$ cat config.mk
export PLATFORM = sky130hd
export DESIGN_NAME = pipe_stage_elastic
export DESIGN_NICKNAME = d
export VERILOG_FILES = /design/src/rtl/pipe_pkg.sv /design/src/rtl/pipe_sat_counter.sv /design/src/rtl/pipe_stage_elastic.sv
export SDC_FILE = /design/constraint.sdc
export NUM_CORES = 1
export LEC_CHECK = 0
export ABC_CLOCK_PERIOD_IN_PS = 2400
export BUFFER_PORTS_ARGS = -buffer_cell sky130_fd_sc_hd__buf_2
export CORE_MARGIN = 5
export CORE_UTILIZATION = 30
export CTS_CLUSTER_SIZE = 8
export DETAILED_ROUTE_END_ITERATION = 10
export PLACE_DENSITY = 0.56
export SETUP_SLACK_MARGIN = 0.1
export SYNTH_ARGS = -nofsm -noshare
export SYNTH_HDL_FRONTEND = slang
export SYNTH_SLANG_ARGS = --single-unit
$ cat constraint.sdc
create_clock -name clk_i -period 2.4 [get_ports clk_i]
set_input_delay 0.24 -clock clk_i [delete_from_list [all_inputs] [get_ports clk_i]]
set_output_delay 0.24 -clock clk_i [all_outputs]
set_load 0.02 [all_outputs]
$ cat src/rtl/pipe_pkg.sv
// Shared definitions for the elastic inter-stage pipeline registers:
// stage payload widths, packed payload/control layouts and the bubble value.
package pipe_pkg;

   // EX/MEM payload: ALU result, store data and destination register
   typedef struct packed {
      logic [31:0] alu_result;
      logic [31:0] store_data;
      logic [4:0]  rd;
   } exmem_payload_t;

   // EX/MEM control bits carried alongside the payload
   typedef struct packed {
      logic reg_write;
      logic mem_to_reg;
      logic mem_read;
      logic mem_write;
   } exmem_ctrl_t;

   // ID/EX payload: both source operands, immediate and register indices
   typedef struct packed {
      logic [31:0] rs1_data;
      logic [31:0] rs2_data;
      logic [31:0] imm;
      logic [4:0]  rs1;
      logic [4:0]  rs2;
      logic [4:0]  rd;
   } idex_payload_t;

   // ID/EX control bits: execute-stage controls plus the EX/MEM set
   typedef struct packed {
      logic        alu_src;
      logic [1:0]  alu_op;
      logic        branch;
      exmem_ctrl_t later;
   } idex_ctrl_t;

   localparam int DATA_W_EXMEM = $bits(exmem_payload_t);
   localparam int CTRL_W_EXMEM = $bits(exmem_ctrl_t);
   localparam int DATA_W_IDEX  = $bits(idex_payload_t);
   localparam int CTRL_W_IDEX  = $bits(idex_ctrl_t);

   // Control value of a bubble: every control bit inactive
   localparam logic [63:0] CTRL_BUBBLE = '0;

endpackage

$ cat src/rtl/pipe_sat_counter.sv
// Saturating up-counter used for performance statistics; it sticks at the
// all-ones value instead of wrapping so long stalls never read as short ones.
module pipe_sat_counter #(
   parameter int CNT_W = 16
) (
   input  logic             clk,
   input  logic             rst,
   input  logic             inc,
   input  logic             clr,
   output logic [CNT_W-1:0] count
);

   // Count up on inc until all ones; reset and clear both return to zero
   always_ff @(posedge clk) begin
      if (rst || clr) begin
         count <= '0;
      end else if (inc && (count != {CNT_W{1'b1}})) begin
         count <= count + CNT_W'(1);
      end
   end

endmodule

$ cat src/rtl/pipe_stage_elastic.sv
// Elastic pipeline register between two stages: valid/ready handshake, an
// optional skid entry that keeps in_ready_o free of out_ready_i, flush to
// bubble, a global start enable and a saturating backpressure counter.
module pipe_stage_elastic
   import pipe_pkg::*;
#(
   parameter int DATA_W = DATA_W_EXMEM,
   parameter int CTRL_W = CTRL_W_EXMEM,
   parameter int SKID   = 1,
   parameter int CNT_W  = 16
) (
   input  logic              clk_i,
   input  logic              rst_i,
   input  logic              start_i,
   input  logic              flush_i,
   input  logic              in_valid_i,
   output logic              in_ready_o,
   input  logic [CTRL_W-1:0] in_ctrl_i,
   input  logic [DATA_W-1:0] in_data_i,
   output logic              out_valid_o,
   input  logic              out_ready_i,
   output logic [CTRL_W-1:0] out_ctrl_o,
   output logic [DATA_W-1:0] out_data_o,
   output logic [CNT_W-1:0]  stall_cnt_o
);

   logic              main_v, main_v_n;
   logic [CTRL_W-1:0] main_ctrl, main_ctrl_n;
   logic [DATA_W-1:0] main_data, main_data_n;
   logic              skid_v, skid_v_n;
   logic [CTRL_W-1:0] skid_ctrl, skid_ctrl_n;
   logic [DATA_W-1:0] skid_data, skid_data_n;
   logic              in_ready;
   logic              acc;
   logic              pop;
   logic              stall;

   // Ready: registered (skid occupancy only) with a skid entry, otherwise
   // a pass-through that lets a pop free the main entry in the same cycle
   always_comb begin
      in_ready = 1'b0;
      if (SKID != 0) begin
         in_ready = start_i & ~skid_v;
      end else begin
         in_ready = start_i & (~main_v | out_ready_i);
      end
   end

   assign acc         = in_valid_i & in_ready;
   assign pop         = main_v & out_ready_i & start_i;
   assign stall       = start_i & main_v & ~out_ready_i;
   assign in_ready_o  = in_ready;
   assign out_valid_o = main_v;
   assign out_ctrl_o  = main_v ? main_ctrl : CTRL_W'(CTRL_BUBBLE);
   assign out_data_o  = main_data;

   // Next entry contents: flush clears valids and control, otherwise pop
   // and accept are combined so the entries always drain in arrival order
   always_comb begin
      main_v_n    = main_v;
      main_ctrl_n = main_ctrl;
      main_data_n = main_data;
      skid_v_n    = skid_v;
      skid_ctrl_n = skid_ctrl;
      skid_data_n = skid_data;
      if (flush_i) begin
         main_v_n    = 1'b0;
         main_ctrl_n = CTRL_W'(CTRL_BUBBLE);
         skid_v_n    = 1'b0;
         skid_ctrl_n = CTRL_W'(CTRL_BUBBLE);
      end else if (start_i) begin
         if (skid_v && pop) begin
            main_ctrl_n = skid_ctrl;
            main_data_n = skid_data;
            skid_v_n    = 1'b0;
         end else if (acc && (!main_v || pop)) begin
            main_v_n    = 1'b1;
            main_ctrl_n = in_ctrl_i;
            main_data_n = in_data_i;
         end else if (acc && (SKID != 0)) begin
            skid_v_n    = 1'b1;
            skid_ctrl_n = in_ctrl_i;
            skid_data_n = in_data_i;
         end else if (pop) begin
            main_v_n = 1'b0;
         end
      end
   end

   // Entry registers with synchronous reset that overrides flush and start
   always_ff @(posedge clk_i) begin
      if (rst_i) begin
         main_v    <= 1'b0;
         main_ctrl <= '0;
         main_data <= '0;
         skid_v    <= 1'b0;
         skid_ctrl <= '0;
         skid_data <= '0;
      end else begin
         main_v    <= main_v_n;
         main_ctrl <= main_ctrl_n;
         main_data <= main_data_n;
         skid_v    <= skid_v_n;
         skid_ctrl <= skid_ctrl_n;
         skid_data <= skid_data_n;
      end
   end

   pipe_sat_counter #(
      .CNT_W (CNT_W)
   ) u_stall_cnt (
      .clk   (clk_i),
      .rst   (rst_i),
      .inc   (stall),
      .clr   (1'b0),
      .count (stall_cnt_o)
   );

endmodule

==> metrics, run 1 <==
Clock Pin Slew Worst Setup and Hold Paths=approximately 0.07 ns; number of iterations in the first detailed-routing pass=5; Worst Hold Class=in2reg; min Tclk post-route=roughly 2 ns; Final Max Tran Viols=0; I/O pin total=between 150 and 200; post-CTS setup buffer count=0; met2 Use GR=between 20% and 30%; CTS root buf=clkbuf_16; # DRC=0; DR iter-0 viols=approximately 310; crit path launch type=register; Core ar.=~23000 um2; Setup-failing EPs final=0; post-cts sizing count=0; Syn. warnings=0; largest family of logic cells by synthesized area=compound AO/OA/AOI/OAI gates; Syn Inst Count=a little under 800; Area contributors post-synth=dfxtp_1, mux2i_1, a21oi_1; Die W=about 160 um; post-DR vias/cell=slightly above 5; crit end category=register; H-tree Lvls=4; clock net sink count=about 160; Fillers=around 2400; largest net degree at the start of global routing=99; antenna violations before repair=3; Max-Cap Viols=0; Synth Area in Adders=0.181%; register area=~3300 um2; WP data arrival=around 2.3 ns; post-synth top area share=around 47%; Post-Synth Simple-Gate Area=between 10% and 20%; largest area contributor in the netlist=dfxtp_1; Initial Util=30.5%; total CTS buffers=17; leakage power=about 0.0038 uW; fin util=between 30% and 40%; kind of critical path=reg2reg; Syn Nets=about 860; fin area=~8700 um2; Placed Area=8050 um2; EDFF count, synth=0; CTS tree=built; crit-path max FO=20; met3 usage=under 10%; footprint of the multi-input gates=3330 um2; chip height=162 um; GRT Max-Usage Layer=met2; first-pass GRT wire length=31500 um; Detail Placement HPWL=12700 um; Critical Path RT=roughly 2.7 ns; Commonest cells post-synth=dfxtp_1, a21oi_1, nand2_1; WL/cell=~16 um; met1 usage=approximately a fifth; GP Congestion=between 0.7 and 0.8; peak supply drop=roughly 0.00045 V; Rel. slew slack=between 50% and 60%; register area share after synthesis=roughly 47%; Clock Tree Buf Depth=2; RSZ-0062 raised after global routing=no; total negative slack=0 ns; f_max=495 MHz; grt total ovfl=0; Syn Std Cell Area=6920 um2; ys async rst share=0%; vias in the first global route=slightly below 6000; crit share post-route=between 80% and 90%; Post-Route WL=about 19000 um; multiplexer area fraction after synthesis=roughly an eighth; worst slew pin tran=0.739 ns; share of cells above drive strength 1=25.2%; most frequent cell after synthesis=dfxtp_1; Clock Latency Late Sink=0.41 ns; FF+latch count, synth=164; Buffers on Ports=169; Layout area overhead=25.0%; Netlist cell types=between 40 and 50; layout net count=989; ANT nets after route=0; syn avg cell area=~8.9 um2; final hold viol count=0; row count=55; Post-synth top flop=dfxtp_1; GRT Total Usage=between 10% and 20%; DR vias=around 6100; Power Density=roughly 700 nW/um2; XOR/XNOR share of the synthesized area=0%; die area=~26000 um2; Synth Area in Compound Gates=21.1%; Setup Skew=around 0.013 ns; status=finished, final reports clean; Hold Buf Count CTS=0
-- where the power goes --
group          switching [uW]  internal [uW]
Combinational             340            196
Clock                    1130           1680
Sequential               37.1           2790
-- critical path, stage by stage (launching register included) --
cell and delay (ns):
dfxtp_1 0.55, nand4_1 0.47, buf_4 0.42, mux2i_1 0.16
a311oi_1 0.30
-- flip-flops by register name, indices dropped and copies added (netlist names) --
| signal | flops |
|---|---|
| skid_ctrl | 4 |
| out_valid_o | 1 |
| skid_data | 69 |
| main_ctrl | 4 |
| skid_v | 1 |
| u_stall_cnt.count | 16 |
| out_data_o | 69 |
-- cell type report --
cell class,count,area share [%]
inverters,3,0.159
repair buffers,188,12.3
diodes,2,0.0578
flip-flops and latches,164,37.9
multi-input cells,535,38.5
clock buffers,21,5.21
clock inverters,11,1.71
well taps,285,4.12
-- per-stage QoR --
stage | power, uW | hold WS, ns | setup slack (ns) | instances
2_1_floorplan | 3200 | 0.376 | 0.521 | 779
3_3_place_gp | 3430 | 0.441 | 0.452 | 1175
5_1_grt | 6440 | 0.0551 | 0.207 | 1208
4_1_cts | 6270 | 0.0469 | 0.344 | 1207
3_5_place_dp | 3430 | 0.446 | 0.342 | 1175
6_report | 6170 | 0.0742 | 0.378 | 1209
-- layout by cell type (no fill, tap or decap), drive strengths merged, types with 2 or more instances in the layout --
cell / synthesis / layout
dfxtp: 164 / 164
nand2: 145 / 145
and2: 5 / 5
nor3: 5 / 5
nor2b: 5 / 5
or3: 4 / 4
a211oi: 4 / 4
diode: 0 / 2
or4: 4 / 4
o31ai: 4 / 4
nand4b: 2 / 2
bufinv: 0 / 3
o21ai: 3 / 3
clkinv: 0 / 4
clkbuf: 53 / 21
nor4: 4 / 4
nor2: 21 / 21
nand2b: 5 / 5
buf: 24 / 188
a311oi: 70 / 70
nand4: 5 / 5
nand3: 7 / 7
inv: 3 / 6
a31oi: 3 / 3
mux2i: 80 / 80
mux2: 4 / 4
a21oi: 146 / 146
-- cell families (layout without fill, tap and decap cells) --
family	count (synthesis)	count (layout)
flops	164	164
other cells	0	2
mux	84	84
compound gates	233	233
buf+inv	80	223
fa+ha+maj	1	1
simple gates	217	217
-- layer usage --
metal  vias up  routed length [um]
met2       132                9220
met4         4                 260
met5         -                  21
li1       3100                   -
met1      2835                9060
met3        16                 944
-- path summary, 6_finish.rpt --
kind	start	to	slack [ns]	depth (start not counted)
worst max-delay path	out_valid_o	out_data_o[34]	0.38	4
worst min-delay path	in_data_i[35]	skid_data[35]	0.07	3
worst max register to register	out_valid_o	out_data_o[34]	0.38	4
worst min register to register	skid_data[0]	skid_data[0]	0.45	2
Note: power is estimated with default switching activity, not from simulation.
==> run 2, diff against run 1 <==
- ABC_CLOCK_PERIOD_IN_PS: 2400 -> 1800
- PLACE_DENSITY: 0.56 -> 0.58
- clock period: 2.4 -> 1.8 ns (I/O delays scaled with it)
==> metrics, run 2 (same netlist as run 1, synthesis figures left out) <==
antenna violations before repair=2 (was 3); DR iter-0 viols=315 (was 312); R2R Setup Slk=0.12 ns (was 0.38 ns); Rel. slew slack=66.9% (was 50.2%); delay-heaviest family, CP=simple AND/OR/NAND/NOR gates (was flip-flops); Critical path buffers and inverters=0 (was 1); total CTS buffers=17 (unchanged); Buffers on Ports=169 (unchanged); Clk network pwr share=44.3% (was 45.5%); Final Max Tran Viols=0 (unchanged); worst slew pin tran=0.497 ns (was 0.739 ns); share of cells above drive strength 1=28.2% (was 25.2%); GRT Max-Usage Layer=met2 (unchanged); WP data arrival=1.99 ns (was 2.34 ns); number of iterations in the first detailed-routing pass=6 (was 5); Cell Chain, Critical Path=nand4_1 > or4_4 > nor3b_2 > mux2_2 (was nand4_1 > buf_4 > mux2i_1 > a311oi_1); clock net sink count=164 (unchanged); chip height=162 um (unchanged); GRT Total Usage=14.5% (was 14.6%); row count=55 (unchanged); Clock Pin Slew Worst Setup and Hold Paths=0.07 ns (about the same); Cell Int Power=6180 uW (was 4660 uW); layout net count=1073 (was 989); I/O pin total=170 (unchanged); die area=26200 um2 (unchanged); WL/cell=15.7 um (was 16.1 um); Max-Cap Viols=0 (unchanged); RSZ-0062 raised after global routing=yes (was no); vias in the first global route=5898 (was 5873); final hold viol count=0 (unchanged); sequential power share=45.2% (was 45.8%); DR vias=6345 (was 6087); met2 Use GR=24.2% (was 23.9%); Die W=162 um (unchanged); hold_sp=in_data_i[22] (was in_data_i[35]); Worst Hold Class=in2reg (unchanged); Sw Share=25.5% (was 24.4%); kind of critical path=reg2reg (unchanged); H-tree Lvls=4 (unchanged); Detail Placement HPWL=12600 um (was 12700 um); status=finished, final reports clean (unchanged); total negative slack=0 ns (unchanged); Reg-to-Reg End=u_stall_cnt.count[11] (was out_data_o[34]); crit-path max FO=6 (was 20); post-DR vias/cell=4.91 (was 5.03); largest net degree at the start of global routing=70 (was 99); critical path's largest stage delay=0.57 ns (was 0.55 ns); Core ar.=22700 um2 (unchanged); crit path launch type=register (unchanged); first-pass GRT wire length=31200 um (was 31500 um); met1 usage=18.7% (was 19.5%); Worst Hold Path EP=skid_data[22] (was skid_data[35]); ANT nets after route=0 (unchanged); Clock Latency Late Sink=0.42 ns (was 0.41 ns); met3 usage=3.02% (was 3.43%); GP Congestion=0.762 (was 0.771); Worst R2R Path Depth=4 (unchanged); worst hold stages=3 (unchanged); crit end category=register (unchanged); leakage power=0.00418 uW (was 0.00375 uW); # DRC=0 (unchanged); Logic pwr share=10.5% (was 8.7%); f_max=595 MHz (was 495 MHz); crit share post-route=93.3% (was 84.2%); CTS tree=built (unchanged); Clock Tree Buf Depth=2 (unchanged); Switching Power=2120 uW (was 1510 uW); Setup Skew=0.0108 ns (was 0.0125 ns); reg2reg start=out_valid_o (unchanged); Critical-path top delay cell=or4_4 (was dfxtp_1); Layout area overhead=39.3% (was 25.0%); Power Density=861 nW/um2 (was 713 nW/um2); CTS root buf=clkbuf_16 (unchanged); Initial Util=30.5% (unchanged); commonest non-fill, non-tap cell in the layout=buf_2 (unchanged); Setup-failing EPs final=0 (unchanged); Critical Path RT=2.11 ns (was 2.71 ns); min Tclk post-route=1.68 ns (was 2.02 ns); Non-Filler Instances=1293 (was 1209); grt total ovfl=0 (unchanged); peak supply drop=0.000496 V (was 0.000450 V); most frequent cells in the layout=buf_2, dfxtp_1, a21oi_1 (unchanged); Cells after DPL=1189 (was 1175); Post-Route WL=20300 um (was 19500 um)
==> run 2: worst reg2reg max path, cell delays in order (launching register included) <==
cell and delay [ns]:
dfxtp_4 0.38, nand4_1 0.09, or4_4 0.57, nor3b_2 0.19, mux2_2 0.34
==> run 2: routing by layer <==
metal  up-vias  part of all wire (%)
li1       3256                     -
met5         -                     0
met2       117                    48
met3        21                   3.5
met1      2951                    47
met4         0                   1.8
==> run 2: through the flow <==
stage	util (%)	hold slack, ns	cell area [um2]	power [uW]	worst slack [ns]
floorplan	-	0.316	6960	4260	0.0901
global placement	36.4	0.433	8270	4580	0.0403
detailed placement	36.4	0.438	8270	4580	0.0367
CTS	41.7	0.00132	9470	8380	0.0991
global route	42.5	0.0103	9650	8630	0.0611
finish	42.5	0.0148	9650	8300	0.121
==> run 2: power groups by stage <==
| stage | Combinational [uW] | Clock [uW] | Sequential [uW] |
|---|---|---|---|
| 6_report | 869 | 3680 | 3760 |
| 5_1_grt | 948 | 3910 | 3760 |
| 4_1_cts | 840 | 3790 | 3760 |
| 3_5_place_dp | 740 | 0 | 3840 |
| 3_3_place_gp | 736 | 0 | 3840 |
| 2_1_floorplan | 321 | 0 | 3930 |
==> run 2: repair_timing <==
action,CTS,global route
cloned,0,3
hold buffers,55,0
endpoints found under the hold margin,55,0
pin swaps,3,10
gates resized for setup,9,8
setup buffers,3,9
endpoints found under the setup margin,6,75
==> run 2: area by class of cell <==
cell class / instances / area, um2
clock inverter: 14 / 149
antenna: 2 / 5.00
tap: 285 / 357
sequential: 164 / 3320
timing repair buffer: 271 / 1960
fill: 2263 / 13100
inverter: 3 / 13.8
clock buffer: 18 / 439
multi-input combinational: 536 / 3410
==> run 2: worst max-delay path by stage <==
stage	startpoint	endpoint	slack (ns)	cells past startpoint
3_5_place_dp	u_stall_cnt.count[8]	u_stall_cnt.count[11]	0.04	4
2_1_floorplan	u_stall_cnt.count[11]	u_stall_cnt.count[0]	0.09	5
6_report	out_valid_o	u_stall_cnt.count[11]	0.12	4
4_1_cts	out_valid_o	out_data_o[49]	0.1	6
3_3_place_gp	u_stall_cnt.count[6]	u_stall_cnt.count[11]	0.04	4
5_1_grt	u_stall_cnt.count[0]	u_stall_cnt.count[6]	0.06	5
==> run 3, diff against run 2 <==
- CTS_BUF_LIST: not set -> sky130_fd_sc_hd__clkbuf_4 sky130_fd_sc_hd__clkbuf_8
==> metrics, run 3 (same netlist as run 1, synthesis figures left out) <==
CTS root buf=clkbuf_8 (was clkbuf_16); antenna violations before repair=2 (unchanged); f_max=590 MHz (was 595 MHz); crit share post-route=94.1% (was 93.3%); crit end category=register (unchanged); most frequent cells in the layout=buf_2, dfxtp_1, a21oi_1 (unchanged); Clock Latency Late Sink=0.44 ns (was 0.42 ns); clock net sink count=164 (unchanged); Max-Cap Viols=0 (unchanged); # DRC=0 (unchanged); Clock Tree Buf Depth=2 (unchanged); chip height=162 um (unchanged); crit path launch type=register (unchanged); final hold viol count=0 (unchanged); share of cells above drive strength 1=27.9% (was 28.2%); Clock Pin Slew Worst Setup and Hold Paths=0.10 ns (was 0.07 ns); Core ar.=22700 um2 (unchanged); commonest non-fill, non-tap cell in the layout=buf_2 (unchanged); grt total ovfl=0 (unchanged); row count=55 (unchanged); min Tclk post-route=1.69 ns (was 1.68 ns); first-pass GRT wire length=31900 um (was 31200 um); die area=26200 um2 (unchanged); ANT nets after route=0 (unchanged); Rel. slew slack=66.8% (was 66.9%); Layout area overhead=40.0% (was 39.3%); Fillers=2249 (was 2263); Worst Hold Class=in2reg (unchanged); WL/cell=15.9 um (was 15.7 um); H-tree Lvls=4 (unchanged); Final Max Tran Viols=0 (unchanged); Die W=162 um (unchanged); total negative slack=0 ns (unchanged); Critical Path RT=2.12 ns (was 2.11 ns); post-DR vias/cell=4.93 (was 4.91); Power Density=763 nW/um2 (was 861 nW/um2); crit-path max FO=6 (unchanged); GRT Total Usage=14.9% (was 14.5%); Buffers on Ports=169 (unchanged); WP data arrival=2.02 ns (was 1.99 ns); leakage power=0.00421 uW (was 0.00418 uW); peak supply drop=0.000412 V (was 0.000496 V); Detail Placement HPWL=12600 um (unchanged); layout net count=1093 (was 1073); kind of critical path=reg2reg (unchanged); number of iterations in the first detailed-routing pass=4 (was 6); Non-Filler Instances=1313 (was 1293); total CTS buffers=17 (unchanged); Overall Power=7400 uW (was 8300 uW); largest net degree at the start of global routing=70 (unchanged); RSZ-0062 raised after global routing=yes (unchanged); vias in the first global route=6039 (was 5898); I/O pin total=170 (unchanged); Initial Util=30.5% (unchanged); DR vias=6469 (was 6345); status=finished, final reports clean (unchanged); Setup Skew=0.0141 ns (was 0.0108 ns); worst slew pin tran=0.497 ns (about the same); Post-Route WL=20900 um (was 20300 um); GP Congestion=0.762 (unchanged); Cells after DPL=1189 (unchanged); CTS tree=built (unchanged); Setup-failing EPs final=0 (unchanged); DR iter-0 viols=294 (was 315)
[run 3: cell count changes in the layout (fill, tap and decap cells not counted), sizes merged]
cell / before / now
dlygate4sd3: 55 / 73
buf: 212 / 214
[run 3: cell type report]
cell class	count	area [um2]	area share (%)
clock buffer	18	248	2.56
sequential	164	3320	34.2
antenna	2	5.00	0.0516
tap	285	357	3.68
timing repair buffer	291	2180	22.4
multi-input combinational	536	3430	35.4
inverter	3	13.8	0.142
clock inverter	14	149	1.54
[run 3: final timing paths]
check	from	end	slack (ns)	depth (start not counted)
min reg2reg	skid_data[20]	skid_data[20]	0.46	2
max	out_valid_o	u_stall_cnt.count[11]	0.11	4
max reg2reg	out_valid_o	u_stall_cnt.count[11]	0.11	4
min	in_valid_i	out_valid_o	0.11	3
[run 3: timing repair]
item | CTS | global route
pin swaps | 3 | 13
gates cloned | 0 | 4
resized for setup | 9 | 13
endpoints found under the hold margin | 73 | 0
setup buffers | 3 | 10
setup endpoints to repair | 7 | 83
hold buffers | 73 | 0
[run 3: report_power, final]
part           leakage, uW  internal [uW]  switching (uW)
combinational      0.00267            414             501
clock             0.000198           1290            1440
sequential         0.00134           3700            50.6
[run 3: critical path, cell delays in order (launching register included)]
cell and delay [ns]:
dfxtp_4 0.40, nand4_1 0.09, or4_4 0.58, nor3b_4 0.20
mux2_4 0.31
[run 3: metal layers]
layer | wire length, um | GRT usage (%) | vias up
li1 | - | - | 3302
met1 | 9650 | 18.8 | 3013
met2 | 10000 | 24.8 | 127
met3 | 736 | 3.63 | 27
met4 | 465 | 5.23 | 0
met5 | 0 | 0 | -
[run 3: stage by stage]
stage / hold WS, ns / instance area [um2] / setup slack, ns / utilization [%]
after global placement: 0.433 / 8270 / 0.0403 / 36.4
after floorplan: 0.316 / 6960 / 0.0901 / -
after global routing: 0.0677 / 9690 / 0.0475 / 42.7
after detailed placement: 0.438 / 8270 / 0.0367 / 36.4
final: 0.109 / 9700 / 0.106 / 42.7
after CTS: 0.0240 / 9460 / 0.0933 / 41.7
